[src/rtl/imm_decode_stage_pkg.sv]
// rtl/imm_decode_stage_pkg.sv - RV32I opcode and immediate-format codes shared by decode and execute
package imm_decode_stage_pkg;

    localparam logic [6:0] OP_IMM = 7'b0010011;
    localparam logic [6:0] LOAD   = 7'b0000011;
    localparam logic [6:0] JALR   = 7'b1100111;
    localparam logic [6:0] SYSTEM = 7'b1110011;
    localparam logic [6:0] FENCE  = 7'b0001111;
    localparam logic [6:0] STORE  = 7'b0100011;
    localparam logic [6:0] BRANCH = 7'b1100011;
    localparam logic [6:0] LUI    = 7'b0110111;
    localparam logic [6:0] AUIPC  = 7'b0010111;
    localparam logic [6:0] JAL    = 7'b1101111;
    localparam logic [6:0] OP     = 7'b0110011;

    typedef enum logic [2:0] {
        FMT_R = 3'd0,
        FMT_I = 3'd1,
        FMT_S = 3'd2,
        FMT_B = 3'd3,
        FMT_U = 3'd4,
        FMT_J = 3'd5
    } fmt_e;

    // Illegal opcodes report FMT_R so the immediate path yields zero.
    function automatic fmt_e opcode_fmt(input logic [6:0] opcode);
        fmt_e f;
        f = FMT_R;
        case (opcode)
            OP_IMM, LOAD, JALR, SYSTEM, FENCE: f = FMT_I;
            STORE:                             f = FMT_S;
            BRANCH:                            f = FMT_B;
            LUI, AUIPC:                        f = FMT_U;
            JAL:                               f = FMT_J;
            default:                           f = FMT_R;
        endcase
        return f;
    endfunction

    function automatic logic opcode_legal(input logic [6:0] opcode);
        logic legal;
        case (opcode)
            OP_IMM, LOAD, JALR, SYSTEM, FENCE, STORE, BRANCH,
            LUI, AUIPC, JAL, OP: legal = 1'b1;
            default:             legal = 1'b0;
        endcase
        return legal;
    endfunction

endpackage

[src/rtl/imm_decode_stage_assemble.sv]
// rtl/imm_decode_stage_assemble.sv - combinational RV32I immediate gather and sign extension
module imm_assemble
    import imm_decode_stage_pkg::*;
#(
    parameter int XLEN = 32
) (
    input  logic [31:0]     instr,
    output logic [2:0]      fmt,
    output logic            illegal,
    output logic [XLEN-1:0] imm
);

    fmt_e        fmt_sel;
    logic [31:0] imm32;

    always_comb begin
        fmt_sel = opcode_fmt(instr[6:0]);
        illegal = !opcode_legal(instr[6:0]);
        imm32   = 32'd0;
        case (fmt_sel)
            FMT_I:   imm32 = {{20{instr[31]}}, instr[31:20]};
            FMT_S:   imm32 = {{20{instr[31]}}, instr[31:25], instr[11:7]};
            FMT_B:   imm32 = {{19{instr[31]}}, instr[31], instr[7], instr[30:25], instr[11:8], 1'b0};
            FMT_U:   imm32 = {instr[31:12], 12'd0};
            FMT_J:   imm32 = {{11{instr[31]}}, instr[31], instr[19:12], instr[20], instr[30:21], 1'b0};
            default: imm32 = 32'd0;
        endcase
    end

    assign fmt = fmt_sel;
    assign imm = XLEN'($signed(imm32));

endmodule

[src/rtl/imm_decode_stage.sv]
// rtl/imm_decode_stage.sv - registered immediate decode stage with 2-entry skid and illegal counter
module imm_decode_stage
    import imm_decode_stage_pkg::*;
#(
    parameter int XLEN  = 32,
    parameter int CNT_W = 16
) (
    input  logic             i_clk,
    input  logic             i_rst_n,
    input  logic             i_flush,
    input  logic             i_valid,
    output logic             o_ready,
    input  logic [31:0]      i_instr,
    output logic             o_valid,
    input  logic             i_ready,
    output logic [XLEN-1:0]  o_imm,
    output logic [2:0]       o_fmt,
    output logic             o_illegal,
    output logic [CNT_W-1:0] o_illegal_cnt
);

    logic [XLEN-1:0]  dec_imm;
    logic [2:0]       dec_fmt;
    logic             dec_ill;

    logic             out_valid;
    logic [XLEN-1:0]  out_imm;
    logic [2:0]       out_fmt;
    logic             out_ill;

    logic             skid_valid;
    logic [XLEN-1:0]  skid_imm;
    logic [2:0]       skid_fmt;
    logic             skid_ill;

    logic             ready_q;
    logic [CNT_W-1:0] cnt;

    logic             in_fire;
    logic             out_fire;

    imm_assemble #(.XLEN(XLEN)) u_assemble (
        .instr   (i_instr),
        .fmt     (dec_fmt),
        .illegal (dec_ill),
        .imm     (dec_imm)
    );

    assign in_fire  = i_valid && ready_q;
    assign out_fire = out_valid && i_ready;

    // ready_q mirrors "skid entry will be empty", so an accept never lands on a full skid.
    always_ff @(posedge i_clk) begin
        if (!i_rst_n) begin
            out_valid  <= 1'b0;
            out_imm    <= '0;
            out_fmt    <= 3'd0;
            out_ill    <= 1'b0;
            skid_valid <= 1'b0;
            skid_imm   <= '0;
            skid_fmt   <= 3'd0;
            skid_ill   <= 1'b0;
            ready_q    <= 1'b0;
            cnt        <= '0;
        end else if (i_flush) begin
            out_valid  <= 1'b0;
            skid_valid <= 1'b0;
            ready_q    <= 1'b1;
        end else begin
            if (in_fire && dec_ill && (cnt != {CNT_W{1'b1}})) begin
                cnt <= cnt + CNT_W'(1);
            end
            if (skid_valid) begin
                if (out_fire) begin
                    out_imm    <= skid_imm;
                    out_fmt    <= skid_fmt;
                    out_ill    <= skid_ill;
                    skid_valid <= 1'b0;
                    ready_q    <= 1'b1;
                end
            end else if (out_valid && !i_ready) begin
                if (in_fire) begin
                    skid_imm   <= dec_imm;
                    skid_fmt   <= dec_fmt;
                    skid_ill   <= dec_ill;
                    skid_valid <= 1'b1;
                    ready_q    <= 1'b0;
                end
            end else begin
                // Output empty or draining this cycle: a new word bypasses the skid.
                if (in_fire) begin
                    out_imm   <= dec_imm;
                    out_fmt   <= dec_fmt;
                    out_ill   <= dec_ill;
                    out_valid <= 1'b1;
                end else begin
                    out_valid <= 1'b0;
                end
                ready_q <= 1'b1;
            end
        end
    end

    assign o_ready       = ready_q;
    assign o_valid       = out_valid;
    assign o_imm         = out_imm;
    assign o_fmt         = out_fmt;
    assign o_illegal     = out_ill;
    assign o_illegal_cnt = cnt;

endmodule

[config.mk]
export PLATFORM = sky130hd
export DESIGN_NAME = imm_decode_stage
export DESIGN_NICKNAME = d
export VERILOG_FILES = /design/src/rtl/imm_decode_stage_pkg.sv /design/src/rtl/imm_decode_stage_assemble.sv /design/src/rtl/imm_decode_stage.sv
export SDC_FILE = /design/constraint.sdc
export NUM_CORES = 1
export LEC_CHECK = 0
export CORE_ASPECT_RATIO = 0.6
export CORE_MARGIN = 2
export CORE_UTILIZATION = 51
export DETAILED_ROUTE_END_ITERATION = 10
export GPL_ROUTABILITY_DRIVEN = 0
export PLACE_DENSITY = 0.81
export REMOVE_ABC_BUFFERS = 1
export SLEW_MARGIN = 30
export SYNTH_ARGS = -nofsm -noshare
export SYNTH_HDL_FRONTEND = slang
export SYNTH_HIERARCHICAL = 1
export SYNTH_SLANG_ARGS = --single-unit
[constraint.sdc]
create_clock -name i_clk -period 2.4 [get_ports i_clk]
set_input_delay 0.24 -clock i_clk [delete_from_list [all_inputs] [get_ports i_clk]]
set_output_delay 0.24 -clock i_clk [all_outputs]
set_load 0.03 [all_outputs]
Word level (Yosys, flattened, before mapping)
Index checks and enable logic that the tools add are counted.
{ "word_totals": {"reg_bits": 91, "input_bits": 37, "wordCells": 77} }
{ "op_classes": {"add_sub_neg": 1, "eq_ne": 21, "n_mux": 24, "bitwise_logic": 4, "reduce_logical": 17} }
{ "ops": {"columns": ["cell", "count"], "rows": [
  ["one-hot mux 32 bit (5 select lines)", 1],
  ["2-to-1 mux 32 bit", 4],
  ["equality test 7 bit, second input constant", 4],
  ["equality test 7 x 6 -> 1 bit, second input constant", 3],
  ["adder 16 x 1 -> 16 bit, second input constant", 1],
  ["!= test 16 bit, second input constant", 1],
  ["one-hot mux 3 bit (5 select lines)", 1],
  ["equality test 7 x 5 -> 1 bit, second input constant", 2],
  ["2-to-1 mux 1 bit", 14],
  ["2-to-1 mux 3 bit", 4],
  ["OR reduction 11 bit", 1],
  ["AND reduction 4 bit", 2],
  ["equality test 7 x 2 -> 1 bit, second input constant", 1],
  ["equality test 7 x 4 -> 1 bit, second input constant", 1],
  ["equality test 3 x 2 -> 1 bit, second input constant", 2],
  ["equality test 3 bit, second input constant", 2],
  ["AND reduction 2 bit", 3],
  ["logical AND 1 bit", 5],
  ["OR reduction 5 bit", 1],
  ["!= test 4 bit, second input constant", 1],
  ["inverter 1 bit", 4],
  ["OR reduction 2 bit", 2],
  ["equality test 3 x 1 -> 1 bit, second input constant", 1],
  ["!= test 3 x 2 -> 1 bit, second input constant", 1],
  ["4 further kinds", 5]
]} }

Logic depth before layout (Yosys ltp)
{ "depth": {"word_depth": 8, "ltp_mapped": 12, "ltp_nobuf": 9} }

Hierarchy
Netlist, hierarchy kept.
{ "modules_own_cells": {"columns": ["mod", "instances", "cells_per_inst", "area_per_inst_um2", "seq_area_each_um2"], "rows": [
  ["imm_decode_stage", 1, 424, 3748.6, 1821.7],
  ["imm_assemble", 1, 95, 658.1, 0.0]
]} }

Worst setup path before layout
Ideal clock, no wire load.
{ "synth_timing": {"path_kind": "input to register", "startpoint": "in i_instr[5]", "endpoint": "reg cnt[8], in the netlist o_illegal_cnt[8]", "setup_ns": 0.128, "arrival_ns": 1.852, "required_ns": 2.272, "slack_ns": 0.421, "cell_stages": 12, "path_buffers": 3, "cell_sequence": "buf_2 -> and2_1 -> buf_4 -> a21oi_1 -> o22ai_1 -> nand3_1 -> and4b_2 -> and4_1 -> buf_2 -> nand4_1 -> xor2_1 -> nor2_1"} }
{ "synth_between": {"elab_chain_len": 7, "elab_cells_between_ends": 17, "classes_between": "eq/ne: 11; mux: 1; reduce/logical: 5"} }
{ "synth_lines": {"columns": ["item", "line_no", "source"], "rows": [
  ["start, declared", "imm_decode_stage.sv:13", "input logic [31:0] i_instr,"],
  ["equality test 7 x 5 -> 1 bit (tied with other cells)", "imm_decode_stage_pkg.sv:42", "case (opcode)"],
  ["OR reduction 11 bit *", "imm_decode_stage_pkg.sv:42", null],
  ["2-to-1 mux 1 bit *", "imm_decode_stage_pkg.sv:42", null],
  ["zero test 1 bit *", "imm_decode_stage_assemble.sv:18", "illegal = !opcode_legal(instr[6:0]);"],
  ["net dec_ill", "imm_decode_stage.sv:24", "logic dec_ill;"],
  ["logical AND 1 bit * (2 in a row)", "imm_decode_stage.sv:70", "if (in_fire && dec_ill && (cnt != {CNT_W{1'b1}})) begin"],
  ["AND reduction 2 bit (no source line) *", null, null],
  ["end signal, assigned", "imm_decode_stage.sv:71", "cnt <= cnt + CNT_W'(1);"],
  ["end, declared", "imm_decode_stage.sv:37", "logic [CNT_W-1:0] cnt;"]
]} }
The timed path passes the listed nets; every way through them passes the cells marked *.
A chain may end at the register's enable or synchronous reset.

Final worst setup path
{ "layout_timing": {"startpoint": "in i_instr[3]", "endpoint": "reg cnt[0], in the netlist o_illegal_cnt[0]"} }
The elaborated chain is that of the path after synthesis.

==> run metrics <==
post-route cell area ~5700 µm²; Cells after DPL 709; HPWL Detailed 7440 µm; Post-Syn Instances roughly 520; M1 wire length roughly 5200 µm; maximum VDD drop around 440 µV; Worst Hold Depth 2; CP Max Fanout 10; crit path from i_instr[3]; Post-Layout Cell Count 724; Max-cap violations 0; largest net degree at the start of global routing 54; P&R area growth vs syn 30.2%; Inserted Clock Buffers 9; compound-cell area share of the yosys netlist 0.218; Clk pin slew, worst setup/hold paths ~0.06 ns; mux share of post-synthesis cell area 0.0818; placed cell area 5440 µm²; Via density 5.58; post-synth top area share 0.413; main combinational cell family by area after synthesis compound AO/OA/AOI/OAI gates; Synth warnings 6; Detail Route Antenna Nets 0; final worst path period share 0.902; antenna cells 0; die extent in x approximately 120 µm; die height 76 µm; met3 wire length about 630 µm; outcome completed; Post CTS Setup Buffer Count 0; Hold Fails Final Rpt 0; Detailed Route WL about 11000 µm; simple-gate share of the synthesized area 0.214; Worst Clk Skew 0.00512 ns; Fin Hold WS ~0.45 ns; Adder-Cell Fraction of Synth Area 0.00284; Pre-antenna DRT Iters 4; PortBufs 90; largest cells by area after synthesis dfxtp_1, mux2i_1, nand2_1; register area share after synthesis 0.413; fin crit period 2.16 ns; clock tree buffer depth 2; Worst Tran Pin Value 0.545 ns; commonest non-fill, non-tap cell in the layout nand2_1; Synth Area per Inst 8.49 µm²; routed len/inst 14.9 µm; # setup viols final 0; WL met2 4840 µm; reg2reg path depth 5; flops & latches, synth 91; most frequent cells in the layout nand2_1, clkdlybuf4s50_1, dfxtp_1, a21oi_1, nor2_1; via count 4041; fin nets 646; Hold Crit Start skid_imm[6]$_SDFFE_PN0P_; worst skew pair latency 0.33 ns; RSZ-0062 raised after global routing false; CTS tree done; slew margin rel. 0.637; Die Area ~9400 µm²; Initial Util 0.521; Post-synth top flop dfxtp_1; clock root cell clkbuf_16; Setup crit start kind input pin; CTS Hold Bufs 0; Starting DRT DRC Count approximately 310; Floorplan Core Area 8460 µm²; Crit. End Element register; number of remaining DRC errors 0; vias in the first global route 3765; r2r startpoint skid_valid$_SDFF_PP0_; CTS sink cnt between 90 and 100; Highest Signal Layer met4; initial antenna violation count 0; max-slew violation count 0; Post-synth EDFFs 0; final core utilization 0.678; Synth Cell Area roughly 4400 µm²; GR Overflow Total 0; Async S/R FF share, synth 0; total global-route track usage 0.235; Post-CTS Resized 0; IO Count 91; Cell variety after synth 59; H-tree Lvls 3; xor/xnor share of the synthesized area 0.0159; CP arrival 2.36 ns; flop-to-flop setup slack 0.52 ns; first-pass GRT wire length 17900 µm; fmax 462 MHz; Site Rows 26; worst endpoint required time 2.60 ns; WS Path Type input pin to register; R2R Path End o_imm[5]$_SDFFE_PN0P_; Leak Pwr around 1.9 nW; hold path endpoint skid_imm[6]$_SDFFE_PN0P_; cell type with the largest total area after synthesis dfxtp_1; share of layout cells above drive strength 1 0.0997; Hold/Removal Path Class register to register; Power Dens Cells roughly 590 nW/µm²
==> flip-flops by register name, summed over array words and instances (netlist names) <==
signal and count:
o_illegal_cnt 16, o_ready 1, skid_valid 1, o_illegal 1, o_imm 32, skid_imm 32
o_fmt 3, skid_fmt 3, o_valid 1, skid_ill 1
==> critical path, cell delays in order <==
cell and delay, ns:
clkdlybuf4s50_1 0.70, a21oi_1 0.14, o22ai_1 0.20, nand3_1 0.18, and4b_2 0.30, o21ai_2 0.16
buf_4 0.21, xor2_1 0.17, nor2_1 0.06
==> synth_stat cells (all sizes together), types with 5 or more instances <==
| master | n |
|---|---|
| nand4 | 5 |
| mux2i | 36 |
| nand3 | 11 |
| or3 | 7 |
| o21ai | 22 |
| nand2 | 91 |
| and2 | 8 |
| a21o | 11 |
| a21oi | 57 |
| inv | 5 |
| buf | 26 |
| xor2 | 8 |
| clkbuf | 12 |
| a211oi | 38 |
| dfxtp | 91 |
| nor2 | 50 |
==> routing by layer <==
layer  global-route usage  vias to the layer above
met5                    0                        -
met4               0.0607                        0
met3               0.0614                        8
met2                0.364                      118
met1                0.327                     1896
li1                     -                     2019
==> metrics by stage <==
| stage | setup WS [ns] | setup TNS [ns] | total power [W] |
|---|---|---|---|
| 2_1_floorplan | -1.12 | -50.71 | 0.00181 |
| 3_3_place_gp | 0.0306 | 0 | 0.00201 |
| 3_5_place_dp | -0.0725 | -0.320 | 0.00202 |
| 4_1_cts | 0.283 | 0 | 0.00341 |
| 5_1_grt | 0.127 | 0 | 0.00352 |
| 6_report | 0.235 | 0 | 0.00338 |
==> final cells by class <==
cell class / instances / area, µm²
Fill cell: 718 / 2720
Tap cell: 112 / 140
Timing Repair Buffer: 116 / 1110
Inverter: 5 / 18.8
Clock inverter: 2 / 35.0
Clock buffer: 13 / 260
Multi-Input combinational cell: 385 / 2350
Sequential cell: 91 / 1820
==> power by group <==
part           switching [W]  leakage (nW)  total [W]  internal (W)
Clock               0.000537         0.146    0.00139      0.000857
Sequential         0.0000236         0.738    0.00157       0.00155
Combinational       0.000232          1.03   0.000421      0.000188
Total               0.000793          1.91    0.00338       0.00259
==> cell families (layout without fill, tap and decap cells) <==
family | count (synthesis) | in the layout
xor gates and xnor gates | 8 | 8
DFF | 91 | 91
muxes | 36 | 36
and+or+nand+nor | 195 | 195
AOI/OAI and AO/OA | 145 | 145
adders and majority gates | 1 | 1
buffers and inverters | 43 | 136
==> worst max path at each step <==
stage                     depth (start not counted)                            end  slack (ns)
final                                             9  o_illegal_cnt[0]$_SDFFE_PN0P_        0.24
after global routing                             11  o_illegal_cnt[8]$_SDFFE_PN0P_        0.13
after CTS                                        11  o_illegal_cnt[8]$_SDFFE_PN0P_        0.28
after detailed placement                         11  o_illegal_cnt[8]$_SDFFE_PN0P_       -0.07
after global placement                           11  o_illegal_cnt[8]$_SDFFE_PN0P_        0.03
after floorplan                                   4          o_fmt[0]$_SDFFE_PN0P_       -1.12
(Power assumes the default switching activity.)
